<file path="config.mk">
export PLATFORM = sky130hd
export DESIGN_NAME = id_stage_pipe_flat
export DESIGN_NICKNAME = d
export VERILOG_FILES = /design/src/rtl/mips_pkg.sv /design/src/rtl/id_stage_pipe_if.sv /design/src/rtl/id_stage_pipe_regfile_bypass.sv /design/src/rtl/id_stage_pipe.sv /design/src/flat_wrapper.sv
export SDC_FILE = /design/constraint.sdc
export NUM_CORES = 2
export LEC_CHECK = 0
export CELL_PAD_IN_SITES_DETAIL_PLACEMENT = 0
export CELL_PAD_IN_SITES_GLOBAL_PLACEMENT = 1
export CORE_MARGIN = 2
export CORE_UTILIZATION = 47
export CTS_CLUSTER_SIZE = 24
export DETAILED_ROUTE_END_ITERATION = 8
export HOLD_SLACK_MARGIN = 0.12
export PLACE_DENSITY = 0.89
export SLEW_MARGIN = 10
export SYNTH_ARGS = -nofsm -noshare
export SYNTH_HDL_FRONTEND = slang
export SYNTH_SLANG_ARGS = --single-unit
</file>
<file path="constraint.sdc">
create_clock -name clk -period 4.6 [get_ports clk]
set_input_delay 1.38 -clock clk [delete_from_list [all_inputs] [get_ports clk]]
set_output_delay 1.38 -clock clk [all_outputs]
set_load 0.03 [all_outputs]
</file>
<file path="src/rtl/mips_pkg.sv">
// Opcode constants and small decode helpers shared by the MIPS pipeline stages.
package mips_pkg;

    localparam logic [5:0] OP_RTYPE = 6'h00;
    localparam logic [5:0] OP_BEQ   = 6'h04;
    localparam logic [5:0] OP_BNE   = 6'h05;
    localparam logic [5:0] OP_ANDI  = 6'h0C;
    localparam logic [5:0] OP_ORI   = 6'h0D;
    localparam logic [5:0] OP_XORI  = 6'h0E;
    localparam logic [5:0] OP_LUI   = 6'h0F;
    localparam logic [5:0] OP_LW    = 6'h23;
    localparam logic [5:0] OP_SW    = 6'h2B;

    typedef enum logic [1:0] {
        EXT_SIGN = 2'd0,
        EXT_ZERO = 2'd1,
        EXT_LUI  = 2'd2
    } extKind_e;

    // Logical immediates are unsigned, LUI places the immediate high, everything else sign-extends.
    function automatic extKind_e extKind(input logic [5:0] op);
        case (op)
            OP_ANDI, OP_ORI, OP_XORI: return EXT_ZERO;
            OP_LUI:                   return EXT_LUI;
            default:                  return EXT_SIGN;
        endcase
    endfunction

    // Instructions whose rt field is a source operand rather than a destination.
    function automatic logic usesRt(input logic [5:0] op);
        return (op == OP_RTYPE) || (op == OP_SW) || (op == OP_BEQ) || (op == OP_BNE);
    endfunction

endpackage

</file>
<file path="src/rtl/id_stage_pipe_if.sv">
// Decode-stage bus: IF/ID and WB inputs toward the stage, ID/EX register contents out of it.
interface id_stage_pipe_if #(
    parameter int DATA_W     = 32,
    parameter int REG_ADDR_W = 5
);
    logic [31:0]           instr_d;
    logic                  valid_d;
    logic [DATA_W-1:0]     pc_plus4_d;
    logic                  reg_write_w;
    logic [REG_ADDR_W-1:0] reg_write_addr_w;
    logic [DATA_W-1:0]     reg_write_data_w;
    logic                  hold_e;
    logic                  flush_e;

    logic                  stall_d;
    logic                  valid_e;
    logic [DATA_W-1:0]     rd1_e;
    logic [DATA_W-1:0]     rd2_e;
    logic [DATA_W-1:0]     imm_e;
    logic [REG_ADDR_W-1:0] rs_e;
    logic [REG_ADDR_W-1:0] rt_e;
    logic [REG_ADDR_W-1:0] rd_e;
    logic [4:0]            shamt_e;
    logic [5:0]            opcode_e;
    logic [5:0]            funct_e;
    logic [DATA_W-1:0]     pc_plus4_e;

    modport master (
        output instr_d, valid_d, pc_plus4_d, reg_write_w, reg_write_addr_w, reg_write_data_w,
               hold_e, flush_e,
        input  stall_d, valid_e, rd1_e, rd2_e, imm_e, rs_e, rt_e, rd_e, shamt_e, opcode_e,
               funct_e, pc_plus4_e
    );

    modport slave (
        input  instr_d, valid_d, pc_plus4_d, reg_write_w, reg_write_addr_w, reg_write_data_w,
               hold_e, flush_e,
        output stall_d, valid_e, rd1_e, rd2_e, imm_e, rs_e, rt_e, rd_e, shamt_e, opcode_e,
               funct_e, pc_plus4_e
    );

endinterface

</file>
<file path="src/rtl/id_stage_pipe_regfile_bypass.sv">
// Two-read, one-write register file with optional write-through from WB and optional hardwired r0.
module regfile_bypass #(
    parameter int DATA_W     = 32,
    parameter int REG_ADDR_W = 5,
    parameter int ZERO_REG   = 1,
    parameter int BYPASS_WB  = 1
) (
    input  logic                  clk,
    input  logic                  rst,
    input  logic [REG_ADDR_W-1:0] rdAddr1,
    input  logic [REG_ADDR_W-1:0] rdAddr2,
    output logic [DATA_W-1:0]     rdData1,
    output logic [DATA_W-1:0]     rdData2,
    input  logic                  wrEn,
    input  logic [REG_ADDR_W-1:0] wrAddr,
    input  logic [DATA_W-1:0]     wrData
);

    localparam int unsigned DEPTH = 2 ** REG_ADDR_W;

    logic [DATA_W-1:0] regs [DEPTH];
    logic              wrAccept;

    // A write to r0 is dropped entirely when r0 is hardwired, so it never bypasses either.
    assign wrAccept = wrEn && !((ZERO_REG != 0) && (wrAddr == '0));

    // Storage: clear the whole file on reset, otherwise commit the accepted WB write.
    always_ff @(posedge clk) begin
        if (rst) begin
            regs <= '{default: '0};
        end else if (wrAccept) begin
            regs[wrAddr] <= wrData;
        end
    end

    // Read port 1: hardwired zero first, then same-cycle WB data, then stored value.
    always_comb begin
        rdData1 = regs[rdAddr1];
        if ((BYPASS_WB != 0) && wrAccept && (wrAddr == rdAddr1)) rdData1 = wrData;
        if ((ZERO_REG != 0) && (rdAddr1 == '0)) rdData1 = '0;
    end

    // Read port 2: same selection as port 1.
    always_comb begin
        rdData2 = regs[rdAddr2];
        if ((BYPASS_WB != 0) && wrAccept && (wrAddr == rdAddr2)) rdData2 = wrData;
        if ((ZERO_REG != 0) && (rdAddr2 == '0)) rdData2 = '0;
    end

endmodule

</file>
<file path="src/rtl/id_stage_pipe.sv">
// MIPS decode stage: register read, immediate extension, load-use hazard detection and the ID/EX register.
module id_stage_pipe
    import mips_pkg::*;
#(
    parameter int DATA_W     = 32,
    parameter int REG_ADDR_W = 5,
    parameter int ZERO_REG   = 1,
    parameter int BYPASS_WB  = 1
) (
    input logic           clk,
    input logic           rst,
    id_stage_pipe_if.slave idBus
);

    logic [5:0]            opcodeD;
    logic [REG_ADDR_W-1:0] rsD, rtD, rdD;
    logic [15:0]           imm16D;
    logic [DATA_W-1:0]     rd1D, rd2D, immD;
    logic                  hazard;

    logic                  validE;
    logic [DATA_W-1:0]     rd1E, rd2E, immE, pcPlus4E;
    logic [REG_ADDR_W-1:0] rsE, rtE, rdE;
    logic [4:0]            shamtE;
    logic [5:0]            opcodeE, functE;

    assign opcodeD = idBus.instr_d[31:26];
    assign rsD     = REG_ADDR_W'(idBus.instr_d[25:21]);
    assign rtD     = REG_ADDR_W'(idBus.instr_d[20:16]);
    assign rdD     = REG_ADDR_W'(idBus.instr_d[15:11]);
    assign imm16D  = idBus.instr_d[15:0];

    regfile_bypass #(
        .DATA_W     (DATA_W),
        .REG_ADDR_W (REG_ADDR_W),
        .ZERO_REG   (ZERO_REG),
        .BYPASS_WB  (BYPASS_WB)
    ) uRegfile (
        .clk     (clk),
        .rst     (rst),
        .rdAddr1 (rsD),
        .rdAddr2 (rtD),
        .rdData1 (rd1D),
        .rdData2 (rd2D),
        .wrEn    (idBus.reg_write_w),
        .wrAddr  (idBus.reg_write_addr_w),
        .wrData  (idBus.reg_write_data_w)
    );

    // Immediate extension selected by opcode class.
    always_comb begin
        immD = DATA_W'($signed(imm16D));
        case (extKind(opcodeD))
            EXT_ZERO: immD = DATA_W'(imm16D);
            EXT_LUI:  immD = DATA_W'({imm16D, 16'h0000});
            default:  immD = DATA_W'($signed(imm16D));
        endcase
    end

    // Load-use hazard: a load in EX whose destination the decoding instruction reads.
    always_comb begin
        hazard = 1'b0;
        if (validE && (opcodeE == OP_LW) && (rtE != '0) && idBus.valid_d) begin
            hazard = (rsD == rtE) || (usesRt(opcodeD) && (rtD == rtE));
        end
    end

    assign idBus.stall_d = hazard | idBus.hold_e;

    // ID/EX register: reset, flush and an unheld hazard all load a zeroed bubble; hold keeps everything.
    always_ff @(posedge clk) begin
        if (rst || idBus.flush_e || (!idBus.hold_e && hazard)) begin
            validE   <= 1'b0;
            rd1E     <= '0;
            rd2E     <= '0;
            immE     <= '0;
            rsE      <= '0;
            rtE      <= '0;
            rdE      <= '0;
            shamtE   <= '0;
            opcodeE  <= '0;
            functE   <= '0;
            pcPlus4E <= '0;
        end else if (!idBus.hold_e) begin
            validE   <= idBus.valid_d;
            rd1E     <= rd1D;
            rd2E     <= rd2D;
            immE     <= immD;
            rsE      <= rsD;
            rtE      <= rtD;
            rdE      <= rdD;
            shamtE   <= idBus.instr_d[10:6];
            opcodeE  <= opcodeD;
            functE   <= idBus.instr_d[5:0];
            pcPlus4E <= idBus.pc_plus4_d;
        end
    end

    assign idBus.valid_e    = validE;
    assign idBus.rd1_e      = rd1E;
    assign idBus.rd2_e      = rd2E;
    assign idBus.imm_e      = immE;
    assign idBus.rs_e       = rsE;
    assign idBus.rt_e       = rtE;
    assign idBus.rd_e       = rdE;
    assign idBus.shamt_e    = shamtE;
    assign idBus.opcode_e   = opcodeE;
    assign idBus.funct_e    = functE;
    assign idBus.pc_plus4_e = pcPlus4E;

endmodule
</file>
<file path="src/flat_wrapper.sv">
// flat-port wrapper written by rule: the top's interface ports become plain ports
module id_stage_pipe_flat import mips_pkg::*;
#(
    parameter int DATA_W     = 32,
    parameter int REG_ADDR_W = 5,
    parameter int ZERO_REG   = 1,
    parameter int BYPASS_WB  = 1
)
  (clk, rst, idBus_instr_d, idBus_valid_d, idBus_pc_plus4_d, idBus_reg_write_w, idBus_reg_write_addr_w, idBus_reg_write_data_w, idBus_hold_e, idBus_flush_e, idBus_stall_d, idBus_valid_e, idBus_rd1_e, idBus_rd2_e, idBus_imm_e, idBus_rs_e, idBus_rt_e, idBus_rd_e, idBus_shamt_e, idBus_opcode_e, idBus_funct_e, idBus_pc_plus4_e);
  id_stage_pipe_if #(.DATA_W(DATA_W), .REG_ADDR_W(REG_ADDR_W)) idBus_i ();
  input logic clk;
  input logic rst;
  input wire logic [$bits(idBus_i.instr_d)-1:0] idBus_instr_d;
  input wire logic [$bits(idBus_i.valid_d)-1:0] idBus_valid_d;
  input wire logic [$bits(idBus_i.pc_plus4_d)-1:0] idBus_pc_plus4_d;
  input wire logic [$bits(idBus_i.reg_write_w)-1:0] idBus_reg_write_w;
  input wire logic [$bits(idBus_i.reg_write_addr_w)-1:0] idBus_reg_write_addr_w;
  input wire logic [$bits(idBus_i.reg_write_data_w)-1:0] idBus_reg_write_data_w;
  input wire logic [$bits(idBus_i.hold_e)-1:0] idBus_hold_e;
  input wire logic [$bits(idBus_i.flush_e)-1:0] idBus_flush_e;
  output wire logic [$bits(idBus_i.stall_d)-1:0] idBus_stall_d;
  output wire logic [$bits(idBus_i.valid_e)-1:0] idBus_valid_e;
  output wire logic [$bits(idBus_i.rd1_e)-1:0] idBus_rd1_e;
  output wire logic [$bits(idBus_i.rd2_e)-1:0] idBus_rd2_e;
  output wire logic [$bits(idBus_i.imm_e)-1:0] idBus_imm_e;
  output wire logic [$bits(idBus_i.rs_e)-1:0] idBus_rs_e;
  output wire logic [$bits(idBus_i.rt_e)-1:0] idBus_rt_e;
  output wire logic [$bits(idBus_i.rd_e)-1:0] idBus_rd_e;
  output wire logic [$bits(idBus_i.shamt_e)-1:0] idBus_shamt_e;
  output wire logic [$bits(idBus_i.opcode_e)-1:0] idBus_opcode_e;
  output wire logic [$bits(idBus_i.funct_e)-1:0] idBus_funct_e;
  output wire logic [$bits(idBus_i.pc_plus4_e)-1:0] idBus_pc_plus4_e;
  assign idBus_i.instr_d = idBus_instr_d;
  assign idBus_i.valid_d = idBus_valid_d;
  assign idBus_i.pc_plus4_d = idBus_pc_plus4_d;
  assign idBus_i.reg_write_w = idBus_reg_write_w;
  assign idBus_i.reg_write_addr_w = idBus_reg_write_addr_w;
  assign idBus_i.reg_write_data_w = idBus_reg_write_data_w;
  assign idBus_i.hold_e = idBus_hold_e;
  assign idBus_i.flush_e = idBus_flush_e;
  assign idBus_stall_d = idBus_i.stall_d;
  assign idBus_valid_e = idBus_i.valid_e;
  assign idBus_rd1_e = idBus_i.rd1_e;
  assign idBus_rd2_e = idBus_i.rd2_e;
  assign idBus_imm_e = idBus_i.imm_e;
  assign idBus_rs_e = idBus_i.rs_e;
  assign idBus_rt_e = idBus_i.rt_e;
  assign idBus_rd_e = idBus_i.rd_e;
  assign idBus_shamt_e = idBus_i.shamt_e;
  assign idBus_opcode_e = idBus_i.opcode_e;
  assign idBus_funct_e = idBus_i.funct_e;
  assign idBus_pc_plus4_e = idBus_i.pc_plus4_e;
  id_stage_pipe #(.DATA_W(DATA_W), .REG_ADDR_W(REG_ADDR_W), .ZERO_REG(ZERO_REG), .BYPASS_WB(BYPASS_WB)) u_core (.clk(clk), .rst(rst), .idBus(idBus_i));
endmodule
</file>
* Word level (Yosys, flattened, before mapping)
Cells that the tools add are included.
Operators by class: $add $sub $neg 0, reductions and logical operators 23, muxes and demuxes 16, magnitude comparators 4, bitwise logic cells 4, equal/unequal tests 14, divide/modulo/power cells 0, multipliers 0, shift operators 0
Operator list (count):
- $bwmux 1024 | 1
- $bmux 32 s5 | 2
- $mux 32 | 9
- $demux 32 s5 | 1
- $pmux 32 s2 | 1
- $eq 6x4->1 const B | 4
- $eq 5x5->1 | 4
- $ge 6x6->1 const B | 3
- $not 5->6 | 3
- $logic_not 5->1 | 3
- $eq 6x3->1 const B | 2
- $eq 6x6->1 const B | 2
- $logic_and 1x1->1 | 9
- $logic_not 6->1 | 1
- $logic_or 1x1->1 | 6
- $lt 6x1->1 const B | 1
- $reduce_bool 5->1 | 1
- $pmux 2 s2 | 1
- $reduce_or 3->1 | 1
- $eq 2x1->1 const B | 1
- $eq 2x2->1 const B | 1
- $logic_not 1->1 | 2
- $mux 1 | 1
- $or 1x1->1 | 1
Word-level totals: bits in registers 1185, memory bits (read-only) 0, bits in writable memories 0, memories kept 0, word-level logic and storage cells 104, latch bits 0, input bits 107

* Longest topological paths before layout
depth after elaboration 9, mapped depth 10, mapped depth without buffers 8

* Modules after synthesis
From an unflattened synthesis, not the netlist that was laid out.
Second synthesis, totals: cells, all modules 6649, area, all modules 58295.9 um^2
Modules (own cells, without submodules):
- regfile_bypass | instances 1, sequential area each 20499.7 um^2, cells an instance 6195, area each 52918.3 um^2
- id_stage_pipe | instances 1, sequential area each 3223.1 um^2, cells an instance 454, area each 5377.7 um^2

* Worst setup path after synthesis
OpenSTA, ideal clock, no wires.
path type input to output, start point input idBus_hold_e, end point output idBus_stall_d, arrival 2.802 ns, required time 3.220 ns, setup slack 0.418 ns, buffers on the path 4, stages 5, path through clkbuf_1 -> clkbuf_1 -> clkbuf_1 -> clkbuf_1 -> or2_2
Between the ends: cells in the longest elaborated chain, start to end 1
RTL lines:
- start, declared | line flat_wrapper.sv:19 | input wire logic [$bits(idBus_i.hold_e)-1:0] idBus_hold_e;
- $or 1x1->1 | line id_stage_pipe.sv:68 | assign idBus.stall_d = hazard | idBus.hold_e;
- end, declared | line flat_wrapper.sv:21 | output wire logic [$bits(idBus_i.stall_d)-1:0] idBus_stall_d;
No other way between the ends.

* Worst setup path in the final report
start point input idBus_instr_d[27], end point output idBus_stall_d
Between the ends: cells in the longest elaborated chain, start to end 8, elaborated cells on any way between the ends 11
RTL lines:
- start, declared | line flat_wrapper.sv:13 | input wire logic [$bits(idBus_i.instr_d)-1:0] idBus_instr_d;
- $eq 6x6->1 / $logic_not 6->1 (equally long branches) | line mips_pkg.sv:31 | return (op == OP_RTYPE) || (op == OP_SW) || (op == OP_BEQ) || (op == OP_BNE);
- $logic_or 1x1->1 (2 in series) | line mips_pkg.sv:31
- $logic_or 1x1->1 (*) | line mips_pkg.sv:31
- $logic_and 1x1->1 (*) | line id_stage_pipe.sv:64 | hazard = (rsD == rtE) || (usesRt(opcodeD) && (rtD == rtE));
- $logic_or 1x1->1 (*) | line id_stage_pipe.sv:64
- $mux 1 (*) | line id_stage_pipe.sv:63 | if (validE && (opcodeE == OP_LW) && (rtE != '0) && idBus.valid_d) begin
- $or 1x1->1 (*) | line id_stage_pipe.sv:68
Every way passes the cells marked *; elsewhere a longest branch is shown, timed or not.

==> impl_metrics.yaml <==
outcome:
  status: "complete, no violations"
sta:
  fmax_ghz: 0.2239
  relSlewSlack_pct: 18.91
  fin_worst_skew_ps: 33.03
  post-route-min-period_ps: 4467
  fin_ws_ps: 133.0
  rsz0062_at_grt: "false"
  setup_viol_count_final: 0
  tns_ps: 0
  hold_viol_final: 0
  holdWs_ps: 464.4
  fin_crit_sh_pct: 97.11
  slew_viol_final: 0
  tightest_slew_ps: 1213
die:
  pin_count: 269
  die_w_um: 349.0
  design.core.area_sq_mm: 0.1181
  num_rows: 126
  initial_core_util_pct: 47.37
  dieArea_sq_mm: 0.1218
  die_h_um: 349.0
placed_design:
  portBuffers: 268
  place_congestion: 0.9024
  hpwlAfterDp_um: 132300
  place_ws_ps: -122.0
finish:
  layout-drive-gt1-share_pct: 16.70
  multi_input_area_sq_mm: 0.02993
  area.growth.synth_to_final_pct: 15.86
  register_area_sq_mm: 0.02372
  fillCellCount: 10200
  final_nets: 6335
synth:
  syn-num-nets: 6369
  ys_seq_area_share_pct: 42.41
  yosysUniqueCellTypes: 44
  yosysWarnings: 0
  synthArstFlopShare_pct: 0
  yosys_most_used_dff: "dfxtp_1"
  synth_edf_count: 0
  syn_avg_cell_area_sq_um: 8.935
  netlist_instances: 6260
  syn-cell-area_sq_mm: 0.05593
  ys_ff_latch: 1185
clock_tree:
  clk-insertion-delay-late_ps: 750
  htree_levels: 3
  clock-sinks: 1185
  cts_hold_buf: 0
  numCtsBuffers: 120
  cts.path.max_buffers: 3
  clk_pin_slew_worst_paths_ps: 60
  tritoncts: "built"
  cts_root_buffer: "clkbuf_16"
setup_path:
  crit_type: "input port to output pin"
  cp_data_required_time_ps: 3220
  crit_path_start_kind: "input port"
  cp_max_fo: 5
  r2r_cells: 8
  crit_arrival_ps: 3090
  crit_path_end_kind: "output pin"
power_and_ir_drop:
  p_per_area_mw_per_mm2: 348.0
  power.total_mw: 22.55
  p_leak_nw: 21.51
  ir_drop_v: 0.0003147
route:
  via_per_inst: 6.566
  drc: 0
  drtPass1Iterations: 8
  drt_iter0_markers: 8325
  totalWireLength_um: 222200
  via_count: 51660
  ant_nets: 0
  wl_per_cell_um: 28.24
grt:
  grt_pass1_vias: 48900
  grt_overflow: 0
  antenna_found_initial: 12
  grt_pass1_wl_um: 323200
  track_usage_pct: 35.60
  grt_max_degree: 219
worst_hold_path:
  hp-class: "flip-flop to flip-flop"
  whs_path_depth: 2
flow_run:
  drv_cap: 0
path summary, 6_finish.rpt:
| kind | from | end | slack, ps |
|---|---|---|---|
| worst min register to register | u_core.uRegfile.regs[298]$_SDFFE_PP0P_ | u_core.uRegfile.regs[298]$_SDFFE_PP0P_ | 460 |
| worst min-delay path | u_core.uRegfile.regs[298]$_SDFFE_PP0P_ | u_core.uRegfile.regs[298]$_SDFFE_PP0P_ | 460 |
| worst max register to register | u_core.idBus.rt_e[1]$_SDFFE_PP0N_ | u_core.idBus.rd2_e[26]$_SDFFE_PP0N_ | 1720 |
| worst max-delay path | idBus_instr_d[27] | idBus_stall_d | 130 |
flip-flops by register name, summed over array words and instances (netlist names):
signal	count
u_core.idBus.funct_e	6
u_core.idBus.imm_e	32
u_core.idBus.opcode_e	6
u_core.idBus.pc_plus4_e	32
u_core.idBus.rd1_e	32
u_core.idBus.rd2_e	32
u_core.idBus.rd_e	5
u_core.idBus.rs_e	5
u_core.idBus.rt_e	5
u_core.idBus.shamt_e	5
u_core.idBus.valid_e	1
u_core.uRegfile.regs	1024
cell usage in the layout (no fill, tap or decap), drive strengths merged, types with 34 or more instances in the layout:
master / count
o22ai: 256
mux4: 512
a21oi: 997
dfxtp: 1185
nor2b: 34
clkbuf: 179
nand3: 54
a221o: 37
mux2i: 65
and3: 45
nand2: 2064
clkdlybuf4s50: 256
clkinv: 38
nor2: 128
nor4: 67
buf: 250
final cells by class:
| type | instances | area share (%) |
|---|---|---|
| Antenna cell | 3 | 0.01158 |
| Inverter | 18 | 0.1043 |
| Clock buffer | 179 | 5.626 |
| Clock inverter | 46 | 0.5831 |
| Tap cell | 1536 | 2.966 |
| Sequential cell | 1185 | 36.61 |
| Timing Repair Buffer | 511 | 7.910 |
| Multi-Input combinational cell | 4390 | 46.19 |
layer usage:
layer  part of all wire [%]  up-vias  GRT usage [%]  routed length, um
met5                  0.057        -         0.3201                127
met4                    6.7       14          21.22              14960
met3                     15      972          11.94              32510
met2                     43     3949          52.92              95940
met1                     35    24800          44.95              78660
li1                       -    21930              -                  -
cells in the mapped netlist (8+ instances only):
cell type / instances / area share [%]
clkbuf_1: 538 / 3.6
a22oi_1: 15 / 0.20
nor2_1: 128 / 0.86
buf_1: 77 / 0.52
nor4_1: 67 / 0.75
dfxtp_1: 1185 / 42
and3_1: 45 / 0.50
inv_1: 18 / 0.12
clkbuf_2: 26 / 0.23
mux4_2: 512 / 21
a221o_1: 37 / 0.66
o22ai_1: 256 / 2.9
buf_2: 23 / 0.21
a21oi_1: 997 / 8.9
nand4_1: 26 / 0.29
nor2b_1: 34 / 0.38
mux2i_1: 65 / 1.2
xnor2_1: 12 / 0.19
nand3_1: 54 / 0.48
nand2_1: 2064 / 14
xor2_1: 8 / 0.13
a221oi_1: 15 / 0.23
worst max-delay path, cell delays in order:
cell           delay (ps)
dlygate4sd2_1         290
or4_4                 530
a2111o_1              480
a21oi_2               150
or2_4                 130
buf_6                 120
what timing repair did:
action / 4_1_cts / 5_1_grt
setup buffers: 1 / 0
gates resized for setup: 3 / 6
setup endpoints to repair: 1 / 1
pin swaps: 1 / 4
kinds of logic after synthesis:
family	Yosys count	synth area share, %
AO/OA/AOI/OAI	1337	13.12
XOR/XNOR	20	0.3132
adder cells (fa/ha/maj)	2	0.04473
buffers and inverters	685	4.747
flip-flops	1185	42.41
multiplexers	577	21.78
AND/OR/NAND/NOR	2454	17.58
power by group:
part / leakage, nW / internal, mW / switching, mW / total, mW
Combinational: 9.93 / 0.714 / 1.39 / 2.10
Sequential: 9.56 / 10.4 / 0.0948 / 10.5
Clock: 2.01 / 5.63 / 4.35 / 9.98
Total: 21.5 / 16.7 / 5.83 / 22.5
metrics by stage:
| stage | cells | util (%) | cell area [sq um] |
|---|---|---|---|
| after floorplan | 6260 | - | 55930 |
| after global placement | 7638 | 51.42 | 60710 |
| after detailed placement | 7638 | 51.42 | 60710 |
| after CTS | 7864 | 54.84 | 64750 |
| after global routing | 7866 | 54.88 | 64800 |
| final | 7868 | 54.88 | 64800 |
(Power assumes the default switching activity.)
